==> config.mk <==
export PLATFORM = sky130hd
export DESIGN_NAME = alarm_controller
export DESIGN_NICKNAME = d
export VERILOG_FILES = /design/src/rtl/anti_theft_pkg.sv /design/src/rtl/fuel_pump_lock.sv /design/src/rtl/alarm_controller.sv
export SDC_FILE = /design/constraint.sdc
export NUM_CORES = 1
export LEC_CHECK = 0
export BUFFER_PORTS_ARGS = -buffer_cell sky130_fd_sc_hd__buf_2
export CAP_MARGIN = 5
export CORE_AREA = 3 3 54 56
export DETAILED_ROUTE_END_ITERATION = 8
export DIE_AREA = 0 0 57 59
export GPL_TIMING_DRIVEN = 0
export PLACE_DENSITY = 0.83
export SLEW_MARGIN = 20
export SYNTH_ARGS = -nofsm -noshare
export SYNTH_HDL_FRONTEND = slang
export SYNTH_SLANG_ARGS = --single-unit
==> constraint.sdc <==
create_clock -name clock -period 2 [get_ports clock]
set_input_delay 0.1 -clock clock [delete_from_list [all_inputs] [get_ports clock]]
set_output_delay 0.1 -clock clock [all_outputs]
set_load 0.05 [all_outputs]
==> src/rtl/anti_theft_pkg.sv <==
// Shared constants for the vehicle alarm controller: state codes, interval
// parameter indices and the power-on interval values (seconds).
package anti_theft_pkg;

  localparam logic [2:0] S_DISARMED   = 3'd0;
  localparam logic [2:0] S_WAIT_OPEN  = 3'd1;
  localparam logic [2:0] S_WAIT_CLOSE = 3'd2;
  localparam logic [2:0] S_ARM_DELAY  = 3'd3;
  localparam logic [2:0] S_ARMED      = 3'd4;
  localparam logic [2:0] S_TRIGGERED  = 3'd5;
  localparam logic [2:0] S_ALARM      = 3'd6;
  localparam logic [2:0] S_ALARM_HOLD = 3'd7;

  localparam logic [1:0] SEL_ARM_DELAY = 2'b00;
  localparam logic [1:0] SEL_DRIVER    = 2'b01;
  localparam logic [1:0] SEL_PASSENGER = 2'b10;
  localparam logic [1:0] SEL_ALARM_ON  = 2'b11;

  localparam logic [3:0] T_ARM_DELAY_DEF     = 4'd6;
  localparam logic [3:0] T_DRIVER_DELAY_DEF  = 4'd8;
  localparam logic [3:0] T_PASSENGER_DEF     = 4'd15;
  localparam logic [3:0] T_ALARM_ON_DEF      = 4'd10;

  // States in which the external timer is counting an interval.
  function automatic logic is_timed_state(input logic [2:0] state);
    return (state == S_ARM_DELAY) || (state == S_TRIGGERED) ||
           (state == S_ALARM_HOLD);
  endfunction

endpackage

==> src/rtl/fuel_pump_lock.sv <==
// Fuel-pump immobiliser: the pump is enabled only once, with ignition on,
// the hidden switch and the brake are pressed together; ignition off re-locks.
module fuel_pump_lock (
  input  logic clock,
  input  logic reset,
  input  logic ignition,
  input  logic hidden_sw,
  input  logic brake,
  output logic fuel_pump
);

  logic r_unlocked;

  always_ff @(posedge clock or posedge reset) begin
    if (reset) begin
      r_unlocked <= 1'b0;
    end else if (!ignition) begin
      r_unlocked <= 1'b0;
    end else if (hidden_sw && brake) begin
      r_unlocked <= 1'b1;
    end
  end

  assign fuel_pump = r_unlocked;

endmodule

==> src/rtl/alarm_controller.sv <==
// Vehicle anti-theft alarm FSM driving an external interval timer.
// Define FUEL_PUMP_LOCK_EN to gate the fuel pump behind hidden_sw + brake.
module alarm_controller
  import anti_theft_pkg::*;
(
  input  logic       clock,
  input  logic       reset,
  input  logic       ignition,
  input  logic       door_driver,
  input  logic       door_pass,
  input  logic       hidden_sw,
  input  logic       brake,
  input  logic       reprogram,
  input  logic [1:0] time_param_sel,
  input  logic [3:0] time_value,
  input  logic       one_hz_enable,
  input  logic       two_hz_enable,
  input  logic       expired,
  output logic       start_timer,
  output logic [3:0] value,
  output logic       siren,
  output logic       status_led,
  output logic       fuel_pump,
  output logic [2:0] state_dbg
);

  logic [2:0] r_state;
  logic [2:0] w_state_next;
  logic [1:0] r_sel;
  logic [1:0] w_sel_next;
  logic [3:0] r_params [4];
  logic       r_start_timer;
  logic       r_timer_live;
  logic       r_siren;
  logic       r_status_led;
  logic       w_door_open;
  logic       w_expired_ok;
  logic       w_state_hold;
  logic       w_unused_tick;

  // The timer's own 1 Hz tick is only consumed by the timer itself.
  assign w_unused_tick = one_hz_enable;

  assign w_door_open  = door_driver | door_pass;
  // Expiry counts only once start_timer has been high for a full cycle,
  // so a stale expiry from a previous interval is never honoured.
  assign w_expired_ok = expired & r_start_timer & r_timer_live;

  always_comb begin
    w_state_next = r_state;
    w_sel_next   = r_sel;
    if (ignition) begin
      w_state_next = S_DISARMED;
    end else if (reprogram) begin
      w_state_next = S_ARMED;
      w_sel_next   = time_param_sel;
    end else begin
      case (r_state)
        S_DISARMED: begin
          w_state_next = S_WAIT_OPEN;
        end
        S_WAIT_OPEN: begin
          if (door_driver) begin
            w_state_next = S_WAIT_CLOSE;
          end
        end
        S_WAIT_CLOSE: begin
          if (!w_door_open) begin
            w_state_next = S_ARM_DELAY;
            w_sel_next   = SEL_ARM_DELAY;
          end
        end
        S_ARM_DELAY: begin
          if (w_door_open) begin
            w_state_next = S_WAIT_CLOSE;
          end else if (w_expired_ok) begin
            w_state_next = S_ARMED;
          end
        end
        S_ARMED: begin
          if (w_door_open) begin
            w_state_next = S_TRIGGERED;
            w_sel_next   = door_driver ? SEL_DRIVER : SEL_PASSENGER;
          end
        end
        S_TRIGGERED: begin
          if (w_expired_ok) begin
            w_state_next = S_ALARM;
          end
        end
        S_ALARM: begin
          if (!w_door_open) begin
            w_state_next = S_ALARM_HOLD;
            w_sel_next   = SEL_ALARM_ON;
          end
        end
        S_ALARM_HOLD: begin
          if (w_door_open) begin
            w_state_next = S_ALARM;
          end else if (w_expired_ok) begin
            w_state_next = S_ARMED;
          end
        end
        default: begin
          w_state_next = S_ARMED;
        end
      endcase
    end
  end

  assign w_state_hold = (w_state_next == r_state);

  always_ff @(posedge clock or posedge reset) begin
    if (reset) begin
      r_state       <= S_ARMED;
      r_sel         <= SEL_ARM_DELAY;
      r_params[0]   <= T_ARM_DELAY_DEF;
      r_params[1]   <= T_DRIVER_DELAY_DEF;
      r_params[2]   <= T_PASSENGER_DEF;
      r_params[3]   <= T_ALARM_ON_DEF;
      r_start_timer <= 1'b0;
      r_timer_live  <= 1'b0;
      r_siren       <= 1'b0;
      r_status_led  <= 1'b0;
    end else begin
      r_state <= w_state_next;
      r_sel   <= w_sel_next;
      if (reprogram) begin
        r_params[time_param_sel] <= time_value;
      end
      // Drops on the edge that changes state, so every entry sees a low cycle.
      r_start_timer <= is_timed_state(r_state) & w_state_hold;
      r_timer_live  <= r_start_timer;
      r_siren       <= (r_state == S_ALARM) || (r_state == S_ALARM_HOLD);
      if (r_state == S_ARMED) begin
        r_status_led <= two_hz_enable ? ~r_status_led : r_status_led;
      end else begin
        r_status_led <= (r_state == S_TRIGGERED) || (r_state == S_ALARM) ||
                        (r_state == S_ALARM_HOLD);
      end
    end
  end

`ifdef FUEL_PUMP_LOCK_EN
  fuel_pump_lock u_fuel_pump_lock (
    .clock     (clock),
    .reset     (reset),
    .ignition  (ignition),
    .hidden_sw (hidden_sw),
    .brake     (brake),
    .fuel_pump (fuel_pump)
  );
`else
  logic r_fuel_pump;
  logic w_unused_lock_inputs;

  assign w_unused_lock_inputs = hidden_sw & brake;

  always_ff @(posedge clock or posedge reset) begin
    if (reset) begin
      r_fuel_pump <= 1'b0;
    end else begin
      r_fuel_pump <= ignition;
    end
  end

  assign fuel_pump = r_fuel_pump;
`endif

  assign start_timer = r_start_timer;
  assign value       = r_params[r_sel];
  assign siren       = r_siren;
  assign status_led  = r_status_led;
  assign state_dbg   = r_state;

endmodule

After elaboration in Yosys (flattened, before gate mapping)
Index checks and enable logic that the tools add are counted.

word-level totals
  bits in registers = 26
  latch bits = 0
  bits in writable memories = 0
  ROM bits = 0
  output and inout port bits = 11
  logic and storage cells = 68
  memories = 0

cells by class
  $add $sub $neg = 0
  multiply operators = 0
  divide/modulo/power cells = 0
  order comparisons = 3
  eq/ne operators = 12
  shift-type cells = 0
  mux-type cells = 25
  bitwise operators = 8
  reductions and logical operators = 9

operators with widths
  cell                                                                          count
  3-bit 2-to-1 mux                                                              10
  3-bit case mux with 8 select lines                                            1
  16-bit bitwise mux                                                            1
  3-bit equality test, second input constant                                    4
  4-bit 2-to-1 mux                                                              3
  2-bit 2-to-1 mux                                                              5
  3-bit != test, second input constant                                          3
  4-bit binary-select mux with 2-bit select                                     1
  4-bit demux with 2-bit select                                                 1
  3-bit by 2-bit equality test with 1-bit output, second input constant         2
  3-bit >= comparator, second input constant                                    2
  2-bit inverter with 3-bit output                                              2
  2-bit case mux with 3 select lines                                            1
  1-bit logical OR                                                              5
  5-bit AND reduction                                                           1
  4-bit nonzero test                                                            1
  1-bit AND                                                                     3
  3-bit by 1-bit equality test with 1-bit output, second input constant         1
  3-bit equality test                                                           1
  3-bit logical NOT                                                             1
  3-bit by 1-bit less-than comparator with 1-bit output, second input constant  1
  1-bit 2-to-1 mux                                                              2
  2-bit != test, second input constant                                          1
  1-bit inverter                                                                2
  2 further kinds                                                               2

Depth between registers and ports, before layout
  depth after elaboration = 9
  gate-level depth with buffers = 5
  mapped depth without buffers = 4

Least setup slack after synthesis
Ideal clock, no wire load.

  path type = register -> register
  start = register r_state[2] (netlist: state_dbg[2])
  end = register r_sel[0]
  library setup time = 0.128 ns
  arrival = 1.824 ns
  data required time = 1.872 ns
  setup slack = 0.049 ns
  stages on the path, launching flop included = 5
  path buffers = 1
  period minus slack after synthesis = 1.951 ns
  cell sequence = dfstp_2 clkbuf_2 or4b_4 a21oi_2 mux2_1

between the ends
  cells in the longest elaborated chain, start to end = 3

ends and longest elaborated chain
  what                                                                                          RTL line                 text
  from (decl)                                                                                   alarm_controller.sv:27   logic [2:0] r_state;
  from (signal assigned)                                                                        alarm_controller.sv:126  r_state <= w_state_next;
  3-bit by 2-bit equality test with 1-bit output / 3-bit equality test (equally long branches)  alarm_controller.sv:58   case (r_state)
  3-bit != test (no line), or another cell as far along                                         -
  5-bit AND reduction (no line) / 2-bit 2-to-1 mux (equally long branches)                      -
  to (signal assigned)                                                                          alarm_controller.sv:127  r_sel <= w_sel_next;
  to (decl)                                                                                     alarm_controller.sv:29   logic [1:0] r_sel;

Parallel ways exist; a longest one is shown, timed or not.
A chain may end at the register's enable or synchronous reset.

Worst setup path in the final report
  start = register r_state[2] (netlist: state_dbg[2])
  end = register r_sel[1]

Same word-level chain as after synthesis.

==> out/metrics.csv <==
stage,metric,value,unit
logic_synthesis,top post-synthesis cells by count,"dfrtp_1 (16), mux2_2 (16), dfstp_2 (10), o21ai_0 (6), mux4_2 (4)",
sta,RSZ-0062 raised after global routing,no,
power_and_ir_drop,Sw Ratio,30.0,%
power_and_ir_drop,P_int,0.975,mW
layout,Layout Cells excl Fill,150,
logic_synthesis,top post-synthesis cells by area,"dfrtp_1 (33%), dfstp_2 (22%), mux2_2 (15%)",
power_and_ir_drop,Logic pwr share,25.7,%
layout,post-layout util,58.3,%
layout,layout cells sized above 1,55.0,%
floorplan,IO Pins,28,
floorplan,Die ar.,3360,um2
logic_synthesis,"Cell Area, Synth",1210,um2
clocking,clock slew at reported path FFs,0.14,ns
logic_synthesis,Syn Nets,107,
logic_synthesis,"Primary FF master, synth",dfrtp_1,
sta,Setup TNS Final,0,ns
critical_path,crit-path max FO,9,
flow_run,number of max-cap violations,0,
sta,Worst Skew,0.00363,ns
global_route,initial antenna violation count,0,
clocking,PostCTS Resize Cnt,0,
clocking,H-tree Lvls,1,
clocking,clock sinks,26,
critical_path,"slowest stage cell, crit path",dfstp_2,
sta,final setup margin,0.180,ns
logic_synthesis,"FF+latch count, synth",26,
logic_synthesis,post-synthesis sequential area ratio,54.6,%
logic_synthesis,Syn Inst Count,90,
drt,wire per inst,15.3,um
worst_hold_path,worst hold path type,input port to register,
drt,Routed Antenna Nets,0,
global_route,GRT overflow,0,
global_route,pin count of the biggest net entering global routing,27,
sta,Tcrit/Tclk final,91.0,%
sta,final hold vios,0,
critical_path,CP cell instances,clkbuf_2 > or4b_4 > a21oi_2 > mux2_1,
layout,"Area growth, synth to finish",19.0,%
floorplan,Core Region,2480,um2
placement,worst slack at placement,0.191,ns
power_and_ir_drop,cell area power density,964,nW/um2
drt,Total Wirelength,2290,um
layout,ANT cells,0,
power_and_ir_drop,Lkg Pwr,0.637,nW
power_and_ir_drop,Switch Pwr,0.418,mW
sta,Final Critical Period,1.82,ns
clocking,CTS tree,built,
logic_synthesis,Yosys top cell area share,33.0,%
floorplan,FP Rows,18,
clocking,CTS buffer count,3,
drt,Initial DRC Count,24,
power_and_ir_drop,sequential share of power,48.5,%
critical_path,worst setup path class,register to register,
critical_path,crit start category,register,
sta,endpoints failing setup,0,
floorplan,die height,59,um
layout,area of the multi-input gates,512,um2
critical_path,CP peak stage delay,0.56,ns
layout,Fill cells,223,
power_and_ir_drop,clock power share,25.8,%
layout,Final Net Count,138,
placement,Final Wtd Congestion,0.746,
drt,vias per std cell,5.59,
floorplan,Starting Density,49.0,%
logic_synthesis,"area leader, netlist",dfrtp_1,
clocking,Skew-Pair Late Insertion Delay,0.32,ns
clocking,Clock Path Buffers,2,
power_and_ir_drop,Peak supply drop,0.608,mV
clocking,Root Driver,clkbuf_4,
placement,port bufs,24,
logic_synthesis,library cells used by synthesis,32,
global_route,first-pass GRT wire length,3830,um
layout,Seq. cell area,663,um2
status,status,"finished, final reports clean",
drt,Residual DRC,0,
sta,Rel. slew slack,36.3,%
logic_synthesis,Synth warnings,0,
placement,DP HPWL,1720,um
critical_path,critical path endpoint category,register,
drt,first-pass iteration count of the detailed router,4,
critical_path,WP data required,2.22,ns
floorplan,die width,57,um
logic_synthesis,Post-synth EDFFs,0,
sta,Slew @ Worst Pin,0.955,ns
placement,Cells after DPL,144,
clocking,Post-CTS Setup Inserts,0,
critical_path,"Arr. time, crit path",2.04,ns
global_route,total track usage,14.9,%
drt,detailed-route via count,839,
sta,Final Max Tran Viols,0,
clocking,# hold bufs at CTS,2,
logic_synthesis,Mean Syn Cell Area,13.5,um2
logic_synthesis,fraction of registers with async set/reset,100,%
global_route,number of global-route vias before repair,844,
sta,Max Fclk,550,MHz
-- layer usage --
metal | share of wire (%) | track usage (%)
met5 | 0 | 0
met1 | 44 | 19.8
met4 | 0.35 | 5.96
met3 | 5.2 | 1.96
met2 | 50 | 25.1
-- cell usage in the layout, fill, tap and decap left out, types with 3 or more instances in the layout --
| cell type | netlist | final |
|---|---|---|
| buf_2 | 0 | 24 |
| mux2_2 | 16 | 16 |
| dfrtp_1 | 16 | 16 |
| dfstp_2 | 10 | 10 |
| o21ai_0 | 6 | 6 |
| mux4_2 | 4 | 4 |
| inv_1 | 3 | 3 |
| nand3_1 | 3 | 3 |
| nor2_1 | 3 | 3 |
| clkbuf_4 | 0 | 3 |
-- layout make-up --
cell class / count / share of cell area (%)
multi-input combinational: 57 / 35.4
tap: 30 / 2.60
timing repair buffer: 26 / 9.71
inverter: 3 / 0.780
sequential: 26 / 45.9
clock inverter: 1 / 2.08
clock buffer: 3 / 1.56
buffer: 4 / 1.91
-- critical path, delay by kind of cell (launching register included) --
family | cells | cell delay [ns]
flops | 1 | 0.56
simple gates | 1 | 0.48
mux | 1 | 0.33
buf+inv | 1 | 0.18
compound gates | 1 | 0.18
-- cells by family (layout without fill, tap and decap cells) --
kind of cell	count (synthesis)	in the layout	synth area share, %
flops	26	26	54.6
simple gates	22	22	11.0
mux	23	23	24.9
buf+inv	7	37	3.20
xor+xnor	1	1	0.722
compound gates	11	11	5.46
-- worst paths after layout --
kind | cells past startpoint | from | to | slack [ns]
max | 4 | state_dbg[2] | r_sel[1] | 0.18
min | 2 | time_value[0] | r_params[0] | 0.04
max reg2reg | 4 | state_dbg[2] | r_sel[1] | 0.18
min reg2reg | 0 | start_timer | r_timer_live | 0.44
max in group asynchronous | 3 | reset | r_params[9] | 0.90
min in group asynchronous | 3 | reset | state_dbg[0] | 0.52
-- state kept, by name (all words and copies together), names as in the netlist --
name,cells
fuel_pump,1
r_params,16
r_sel,2
r_timer_live,1
siren,1
start_timer,1
state_dbg,3
status_led,1
-- per-stage QoR --
stage	total power [mW]	hold slack [ns]	cell area, um2
2_1_floorplan	0.953	0.131	1210
3_3_place_gp	1.03	0.284	1370
3_5_place_dp	1.05	0.281	1370
4_1_cts	1.40	0.0365	1440
5_1_grt	1.46	0.0398	1440
6_report	1.39	0.0431	1440
-- power by group through the flow --
stage	registers (mW)	logic [mW]	clock network (mW)
2_1_floorplan	0.690	0.263	0
3_3_place_gp	0.678	0.349	0
3_5_place_dp	0.685	0.360	0
4_1_cts	0.676	0.363	0.366
5_1_grt	0.687	0.380	0.389
6_report	0.675	0.358	0.360
Power figures use the tool's default switching activity.
